==> config.mk <==
export PLATFORM = sky130hd
export DESIGN_NAME = fetch_branch_ctrl
export DESIGN_NICKNAME = d
export VERILOG_FILES = /design/src/rtl/fetch_branch_ctrl_pkg.sv /design/src/rtl/fetch_branch_ctrl_wait_counter.sv /design/src/rtl/fetch_branch_ctrl.sv
export SDC_FILE = /design/constraint.sdc
export NUM_CORES = 1
export LEC_CHECK = 0
export BUFFER_PORTS_ARGS = -buffer_cell sky130_fd_sc_hd__buf_2
export CORE_MARGIN = 2
export CORE_UTILIZATION = 47
export DETAILED_ROUTE_END_ITERATION = 6
export GPL_ROUTABILITY_DRIVEN = 0
export GPL_TIMING_DRIVEN = 1
export PLACE_DENSITY = 0.76
export SLEW_MARGIN = 20
export SYNTH_ARGS = -nofsm -noshare
export SYNTH_HDL_FRONTEND = slang
export SYNTH_SLANG_ARGS = --single-unit
==> constraint.sdc <==
create_clock -name clk -period 1.9 [get_ports clk]
set_clock_uncertainty 0.2 [all_clocks]
set_input_delay 0.19 -clock clk [delete_from_list [all_inputs] [get_ports clk]]
set_output_delay 0.19 -clock clk [all_outputs]
set_load 0.1 [all_outputs]
==> src/rtl/fetch_branch_ctrl_pkg.sv <==
// Shared encodings for the fetch/branch control slice: state codes, opcodes,
// datapath mux selects, ALU ops and the registered control-word layout.
package fetch_branch_ctrl_pkg;

  localparam int unsigned ST_W  = 3;
  localparam int unsigned CNT_W = 4;

  localparam logic [2:0] ST_RST   = 3'd0;
  localparam logic [2:0] ST_FETCH = 3'd1;
  localparam logic [2:0] ST_MWAIT = 3'd2;
  localparam logic [2:0] ST_IRLD  = 3'd3;
  localparam logic [2:0] ST_DEC   = 3'd4;
  localparam logic [2:0] ST_BR    = 3'd5;
  localparam logic [2:0] ST_JMP   = 3'd6;
  localparam logic [2:0] ST_HOFF  = 3'd7;

  localparam logic [5:0] OP_J    = 6'h02;
  localparam logic [5:0] OP_BEQ  = 6'h04;
  localparam logic [5:0] OP_BNE  = 6'h05;
  localparam logic [5:0] OP_BLEZ = 6'h06;
  localparam logic [5:0] OP_BGTZ = 6'h07;

  localparam logic [1:0] MEM_SEL_PC     = 2'd0;
  localparam logic [1:0] PC_SRC_ALU     = 2'd0;
  localparam logic [1:0] PC_SRC_ALUOUT  = 2'd1;
  localparam logic [1:0] PC_SRC_JUMP    = 2'd2;
  localparam logic       SRC_A_PC       = 1'b0;
  localparam logic       SRC_A_REGA     = 1'b1;
  localparam logic [2:0] SRC_B_REGB     = 3'd0;
  localparam logic [2:0] SRC_B_FOUR     = 3'd1;
  localparam logic [2:0] SRC_B_IMM_SH2  = 3'd3;
  localparam logic [1:0] BR_BEQ         = 2'd0;
  localparam logic [1:0] BR_BNE         = 2'd1;
  localparam logic [1:0] BR_BLEZ        = 2'd2;
  localparam logic [1:0] BR_BGTZ        = 2'd3;

  localparam logic [2:0] ALU_ADD = 3'd0;
  localparam logic [2:0] ALU_SUB = 3'd1;

  typedef struct packed {
    logic [1:0] mem_sel;
    logic [1:0] pc_src_sel;
    logic       alu_src_a_sel;
    logic [2:0] alu_src_b_sel;
    logic [1:0] branch_dec_sel;
    logic [2:0] alu_op;
    logic       pc_write;
    logic       pc_write_cond;
    logic       ir_write;
    logic       aluout_write;
    logic       exec_req;
  } ctrl_t;

  // Moore control word for a given state; br_sel only matters in BR.
  function automatic ctrl_t decode_ctrl(input logic [2:0] st, input logic [1:0] br_sel);
    ctrl_t c;
    c = '0;
    case (st)
      ST_FETCH, ST_MWAIT: begin
        c.mem_sel       = MEM_SEL_PC;
        c.alu_src_a_sel = SRC_A_PC;
        c.alu_src_b_sel = SRC_B_FOUR;
        c.alu_op        = ALU_ADD;
      end
      ST_IRLD: begin
        c.alu_src_a_sel = SRC_A_PC;
        c.alu_src_b_sel = SRC_B_FOUR;
        c.alu_op        = ALU_ADD;
        c.pc_src_sel    = PC_SRC_ALU;
        c.pc_write      = 1'b1;
        c.ir_write      = 1'b1;
      end
      ST_DEC: begin
        c.alu_src_a_sel = SRC_A_PC;
        c.alu_src_b_sel = SRC_B_IMM_SH2;
        c.alu_op        = ALU_ADD;
        c.aluout_write  = 1'b1;
      end
      ST_BR: begin
        c.alu_src_a_sel  = SRC_A_REGA;
        c.alu_src_b_sel  = SRC_B_REGB;
        c.alu_op         = ALU_SUB;
        c.pc_src_sel     = PC_SRC_ALUOUT;
        c.pc_write_cond  = 1'b1;
        c.branch_dec_sel = br_sel;
      end
      ST_JMP: begin
        c.pc_src_sel = PC_SRC_JUMP;
        c.pc_write   = 1'b1;
      end
      ST_HOFF: c.exec_req = 1'b1;
      default: c = '0;
    endcase
    return c;
  endfunction

endpackage

==> src/rtl/fetch_branch_ctrl_wait_counter.sv <==
// fetch_wait_counter: 4-bit load/decrement counter timing the memory read wait.
module fetch_wait_counter
  import fetch_branch_ctrl_pkg::*;
(
  input  logic             clk,
  input  logic             reset,
  input  logic             i_load,
  input  logic [CNT_W-1:0] i_load_val,
  input  logic             i_dec,
  output logic             o_zero_c
);

  logic [CNT_W-1:0] r_cnt;

  always_ff @(posedge clk or posedge reset) begin
    if (reset) begin
      r_cnt <= '0;
    end else if (i_load) begin
      r_cnt <= i_load_val;
    end else if (i_dec && (r_cnt != '0)) begin
      r_cnt <= r_cnt - CNT_W'(1);
    end
  end

  assign o_zero_c = (r_cnt == '0);

endmodule

==> src/rtl/fetch_branch_ctrl.sv <==
// Fetch/decode/branch control FSM driving datapath mux selects and strobes.
// Optional misaligned-fetch trap enabled by FETCH_ALIGN_CHECK_EN.
module fetch_branch_ctrl
  import fetch_branch_ctrl_pkg::*;
#(
  parameter int unsigned MEM_LAT = 2,
  parameter int unsigned OPW     = 6
) (
  input  logic           clk,
  input  logic           reset,
  input  logic [OPW-1:0] opcode,
  input  logic           alu_zero,
  input  logic           exec_done,
  input  logic [1:0]     pc_low,
  output logic [1:0]     mem_sel,
  output logic [1:0]     pc_src_sel,
  output logic           alu_src_a_sel,
  output logic [2:0]     alu_src_b_sel,
  output logic [1:0]     branch_dec_sel,
  output logic [2:0]     alu_op,
  output logic           pc_write,
  output logic           pc_write_cond,
  output logic           ir_write,
  output logic           aluout_write,
  output logic           exec_req,
`ifdef FETCH_ALIGN_CHECK_EN
  output logic           misalign,
`endif
  output logic [2:0]     state_o
);

  logic [ST_W-1:0] r_state;
  logic [ST_W-1:0] w_next;
  ctrl_t           r_ctrl;
  ctrl_t           w_ctrl;
  logic            w_cnt_load;
  logic            w_cnt_dec;
  logic            w_cnt_zero;
  logic            w_is_branch;
  logic [1:0]      w_br_sel;
  logic            w_misalign;
  logic            w_unused;

  fetch_wait_counter u_wait_cnt (
    .clk        (clk),
    .reset      (reset),
    .i_load     (w_cnt_load),
    .i_load_val (CNT_W'(MEM_LAT - 1)),
    .i_dec      (w_cnt_dec),
    .o_zero_c   (w_cnt_zero)
  );

`ifdef FETCH_ALIGN_CHECK_EN
  assign w_misalign = (r_state == ST_FETCH) && (pc_low != 2'b00);
  assign misalign   = w_misalign;
  assign w_unused   = alu_zero;
`else
  assign w_misalign = 1'b0;
  assign w_unused   = ^{alu_zero, pc_low};
`endif

  assign w_is_branch = (opcode == OPW'(OP_BEQ))  || (opcode == OPW'(OP_BNE)) ||
                       (opcode == OPW'(OP_BLEZ)) || (opcode == OPW'(OP_BGTZ));

  always_comb begin
    w_br_sel = BR_BEQ;
    if (opcode == OPW'(OP_BNE))       w_br_sel = BR_BNE;
    else if (opcode == OPW'(OP_BLEZ)) w_br_sel = BR_BLEZ;
    else if (opcode == OPW'(OP_BGTZ)) w_br_sel = BR_BGTZ;
  end

  // Next state; control word is decoded from the next state so outputs stay registered.
  always_comb begin
    w_next     = r_state;
    w_cnt_load = 1'b0;
    w_cnt_dec  = 1'b0;
    case (r_state)
      ST_RST:   w_next = ST_FETCH;
      ST_FETCH: begin
        w_cnt_load = 1'b1;
        w_next     = w_misalign ? ST_HOFF : ST_MWAIT;
      end
      ST_MWAIT: begin
        if (w_cnt_zero) w_next = ST_IRLD;
        else            w_cnt_dec = 1'b1;
      end
      ST_IRLD:  w_next = ST_DEC;
      ST_DEC: begin
        if (w_is_branch)                 w_next = ST_BR;
        else if (opcode == OPW'(OP_J))   w_next = ST_JMP;
        else                             w_next = ST_HOFF;
      end
      ST_BR, ST_JMP: w_next = ST_FETCH;
      ST_HOFF:  if (exec_done) w_next = ST_FETCH;
      default:  w_next = ST_RST;
    endcase
    w_ctrl = decode_ctrl(w_next, w_br_sel);
  end

  always_ff @(posedge clk or posedge reset) begin
    if (reset) begin
      r_state <= ST_RST;
      r_ctrl  <= '0;
    end else begin
      r_state <= w_next;
      r_ctrl  <= w_ctrl;
    end
  end

  assign mem_sel        = r_ctrl.mem_sel;
  assign pc_src_sel     = r_ctrl.pc_src_sel;
  assign alu_src_a_sel  = r_ctrl.alu_src_a_sel;
  assign alu_src_b_sel  = r_ctrl.alu_src_b_sel;
  assign branch_dec_sel = r_ctrl.branch_dec_sel;
  assign alu_op         = r_ctrl.alu_op;
  assign pc_write       = r_ctrl.pc_write;
  assign pc_write_cond  = r_ctrl.pc_write_cond;
  assign ir_write       = r_ctrl.ir_write;
  assign aluout_write   = r_ctrl.aluout_write;
  assign exec_req       = r_ctrl.exec_req;
  assign state_o        = r_state;

endmodule

Yosys cells after proc, flatten, opt, wreduce, memory -nomap -nowiden
Cells that the tools add are included.

storage, ports and cells
  bits in registers = 23
  output and inout port bits = 21

operators by class
  add/subtract/negate cells = 1
  eq/ne operators = 19
  mux-type cells = 22
  reductions and logical operators = 11

operators with widths
  kind                   number
  $eq A3 B3 Y1 const B   8
  $eq A6 B3 Y1 const B   4
  $pmux W3 S6            1
  $eq A3 B2 Y1 const B   4
  $pmux W4 S3            1
  $mux W1                10
  $mux W2                5
  $mux W4                2
  $eq A3 B1 Y1 const B   2
  $eq A6 B2 Y1 const B   1
  $mux W3                2
  $reduce_or A3 Y1       2
  $logic_not A4 Y1       1
  $pmux W2 S2            1
  $reduce_bool A4 Y1     1
  $sub A4 B1 Y4 const B  1
  $logic_not A3 Y1       1
  $logic_or A1 B1 Y1     3
  $reduce_bool A2 Y1     1
  $reduce_or A2 Y1       1
  $logic_and A1 B1 Y1    1

Depth between registers and ports, before layout
  depth in word-level cells = 9
  depth in mapped cells = 5

Cells and area by module
A second synthesis with hierarchy kept.

unflattened totals
  cells, all modules = 91
  area, all modules = 913.4 um2

modules (own cells, without submodules)
  module              times used  cells each  area an instance (um2)  seq. area each (um2)
  fetch_branch_ctrl   1           63          651.9                   350.3
  fetch_wait_counter  1           28          261.5                   100.1

Worst setup path after synthesis
Ideal clock, no wire load.

  path type = register -> register
  from = reg r_state[2], in the netlist state_o[2]
  to = reg r_state[0], in the netlist state_o[0]
  arrival = 1.711 ns
  data required time = 1.579 ns
  setup slack = -0.132 ns
  cell stages (with the launch flop) = 3
  path buffers = 0
  period minus slack after synthesis = 2.032 ns
  cell sequence = dfrtp_1 -> or3b_2 -> o22a_1

on the way
  longest elaborated chain between the ends = 3
  elaborated cells between the ends (all ways) = 10

RTL lines
  what                                              RTL line                  RTL
  from (decl)                                       fetch_branch_ctrl.sv:32   logic [ST_W-1:0] r_state;
  from (signal assigned)                            fetch_branch_ctrl.sv:105  r_state <= w_next;
  $eq A3 B3 Y1 or $logic_not A3 Y1 (tied branches)  fetch_branch_ctrl.sv:77   case (r_state)
  $reduce_or A3 Y1 (no source line)                 --
  $pmux W3 S6 *                                     fetch_branch_ctrl.sv:77
  via w_next[0]                                     fetch_branch_ctrl.sv:33   logic [ST_W-1:0] w_next;

The timed path passes the listed nets; every way through them passes the cells marked *.
A chain may end at the register's enable or synchronous reset.

Worst setup path after layout
  from = reg u_wait_cnt.r_cnt[1]
  to = reg u_wait_cnt.r_cnt[3]

on the way
  longest elaborated chain between the ends = 5
  elaborated cells between the ends (all ways) = 9

RTL lines
  what                                                   RTL line                              RTL
  from (decl)                                            fetch_branch_ctrl_wait_counter.sv:13  logic [CNT_W-1:0] r_cnt;
  from (signal assigned)                                 fetch_branch_ctrl_wait_counter.sv:19  r_cnt <= i_load_val;
  from (signal assigned)                                 fetch_branch_ctrl_wait_counter.sv:21  r_cnt <= r_cnt - CNT_W'(1);
  branches (longest 5 deep; another with $sub A4 B1 Y4)  --

Parallel ways; which one is timed is not known. The select of a mux whose other input is x is not followed.

==> flow_summary.json <==
{
  "ios": 33,
  "routedWlPerCell_um": 13.10,
  "slowest_stage": "or4_4",
  "slew_headroom_pct": 56.30,
  "drive_gt1_share_pct": 36.89,
  "clkTransAtPathRegs_ps": 100,
  "post_dp_cell_area_sq_um": 1013,
  "yosysWarnings": 0,
  "hold_slack_ps": 25.46,
  "yosys.area.top_type_share_pct": 49.86,
  "vias_per_cell": 5.129,
  "avgSynthCellArea_sq_um": 9.927,
  "synthTopCellsByArea": "dfrtp_1 50%, buf_4 5.8%, and2_1 4.2%",
  "dr.pass1.iters": 3,
  "leakage_nw": 0.5629,
  "status": "completed",
  "htree_levels": 1,
  "synth-async-reset-ratio_pct": 100.0,
  "fp.dieW_um": 47.84,
  "ys_ff_latch": 18,
  "hold_viol_final": 0,
  "dieHeight_um": 47.84,
  "drcViolationCount": 0,
  "vias": 754,
  "cp_slowest_stage_delay_ps": 510,
  "fmax_mhz": 546.6,
  "synth.distinct_cells": 33,
  "min_period_ps": 1829,
  "yosys.area.top_type": "dfrtp_1",
  "power_density_nw_per_um2": 1818,
  "ir_drop_mv": 1.021,
  "critical_path_class": "flip-flop to flip-flop",
  "final_area_sq_um": 1162,
  "worstPathArrival_ps": 1840,
  "antenna_left": 0,
  "finalCritPeriodShare_pct": 96.29,
  "timing.setup.tns_ps": 0,
  "placementRows": 15,
  "path_max_fanout": 4,
  "drt-initial-drc-count": 9,
  "synthCells": 91,
  "setup_viol": 0,
  "hpwl_um": 1240,
  "core_area_sq_um": 1764,
  "worstPathCellList": "inv_1 > ha_4 > nor3b_4 > or4_4 > o311ai_2",
  "final_nets": 136,
  "num_antenna_cells": 0,
  "rsz0062_at_grt": "false",
  "critPathLaunchType": "flip-flop",
  "synthToLayoutAreaGrowth_pct": 28.67,
  "drt-total-wl_um": 1925,
  "slew_violations": 0,
  "worst_slew_pin_slew_ps": 654.8,
  "io_buffer_count": 24,
  "cts_made_buffers": 3,
  "tritoncts": "done",
  "die-area_sq_um": 2289,
  "antenna_found_initial": 0,
  "root_buffer": "clkbuf_4",
  "cap_violations": 0,
  "yosysSeqAreaShare_pct": 49.86,
  "start_util_pct": 51.21,
  "track_usage_pct": 19.35,
  "clock_latency_ps": 300,
  "hold_class": "input pin to flip-flop",
  "synth_edf_count": 0,
  "cts_sinks": 18,
  "gr-total-overflow": 0,
  "cp.buffers_inverters": 1,
  "end_kind": "flip-flop",
  "grt_pass1_wl_um": 2994,
  "grt_max_degree": 19,
  "cp_top_family": "simple AND/OR/NAND/NOR gates",
  "synth_flop_cell": "dfrtp_1",
  "grt_pass1_vias": 685,
  "worstPathRequired_ps": 1910,
  "syn_area_sq_um": 903.4,
  "cts_buffer_depth": 2
}
## what timing repair did
| item | 4_1_cts | 5_1_grt |
|---|---|---|
| endpoints found under the hold margin | 22 | 0 |
| setup endpoints to repair | 0 | 1 |
| gates resized for setup | 0 | 6 |
| hold buffers | 6 | 0 |
| buffers inserted | 0 | 3 |
## registers in the layout, indices dropped and copies added (netlist names)
name / flops
ir_write: 1
pc_src_sel: 2
alu_op: 1
pc_write: 1
branch_dec_sel: 2
state_o: 3
exec_req: 1
u_wait_cnt.r_cnt: 4
aluout_write: 1
alu_src_b_sel: 2
## logic make-up (layout without fill, tap and decap cells)
family,count (synthesis),count (layout),synth area share (%)
simple gates,34,34,23.96
compound gates,20,20,14.41
flops,18,18,49.86
buf+inv,17,44,9.972
fa+ha+maj,1,1,1.385
other cells,1,5,0.4151
## worst paths after layout
| kind | end | from | cells past startpoint | slack (ps) |
|---|---|---|---|---|
| min in group asynchronous | ir_write | reset | 3 | 310 |
| min | pc_write | opcode[2] | 4 | 30 |
| max reg2reg | u_wait_cnt.r_cnt[3] | u_wait_cnt.r_cnt[1] | 5 | 70 |
| min reg2reg | u_wait_cnt.r_cnt[0] | u_wait_cnt.r_cnt[0] | 2 | 430 |
| max in group asynchronous | state_o[1] | reset | 3 | 730 |
| max | u_wait_cnt.r_cnt[3] | u_wait_cnt.r_cnt[1] | 5 | 70 |
## cell usage in the layout, fill, tap and decap left out, types with 4 or more instances in the layout
cell type / Yosys / routed
a21oi_1: 4 / 4
nor2_1: 4 / 4
buf_2: 0 / 24
conb_1: 1 / 5
dlygate4sd3_1: 0 / 6
buf_4: 7 / 4
dfrtp_1: 18 / 15
and2_1: 6 / 6
o21ai_0: 7 / 7
inv_1: 6 / 5
## metal layers
| layer | share of wire [%] | vias up | track usage, % |
|---|---|---|---|
| li1 | - | 373 | - |
| met1 | 44 | 352 | 22.95 |
| met2 | 50 | 24 | 33.33 |
| met3 | 3.7 | 5 | 2.264 |
| met4 | 2.3 | 0 | 11.35 |
| met5 | 0 | - | 0 |
## synthesized netlist by cell type, types with 2 or more instances
cell type	count
buf_4	7
dfrtp_1	18
nor2_1	4
nor3_1	2
or3b_2	2
o21ai_0	7
nand2b_1	2
inv_1	6
nand3_1	2
and2_1	6
or4_1	3
clkbuf_1	4
nor2b_1	3
a21oi_1	4
nand2_1	3
## worst min-delay path, stage by stage
cell     delay (ps)
buf_2            80
nor4_1           50
nand4_1          90
a21oi_1          80
## stage by stage
| step | setup WS (ps) | instances | util (%) | power [mW] |
|---|---|---|---|---|
| floorplan | 144.4 | 95 | - | 1.590 |
| detailed placement | 55.05 | 134 | 57.45 | 1.776 |
| global route | 1.770 | 147 | 65.89 | 2.240 |
| global placement | 110.6 | 134 | 57.45 | 1.751 |
| CTS | 35.59 | 144 | 62.91 | 2.020 |
| finish | 70.52 | 147 | 65.89 | 2.113 |
## area by class of cell
| class | count | area [sq um] |
|---|---|---|
| fill | 159 | 601.8 |
| timing repair buffer | 34 | 210.2 |
| inverter | 6 | 22.52 |
| tap | 25 | 31.28 |
| multi-input combinational | 60 | 407.9 |
| clock buffer | 4 | 36.28 |
| sequential | 18 | 454.2 |
## report_power, final
part	total, mW	switching (mW)	internal, mW
combinational	1.21	0.876	0.332
clock	0.236	0.119	0.117
sequential	0.669	0.173	0.496
total	2.11	1.17	0.945
Note: power is estimated with default switching activity, not from simulation.
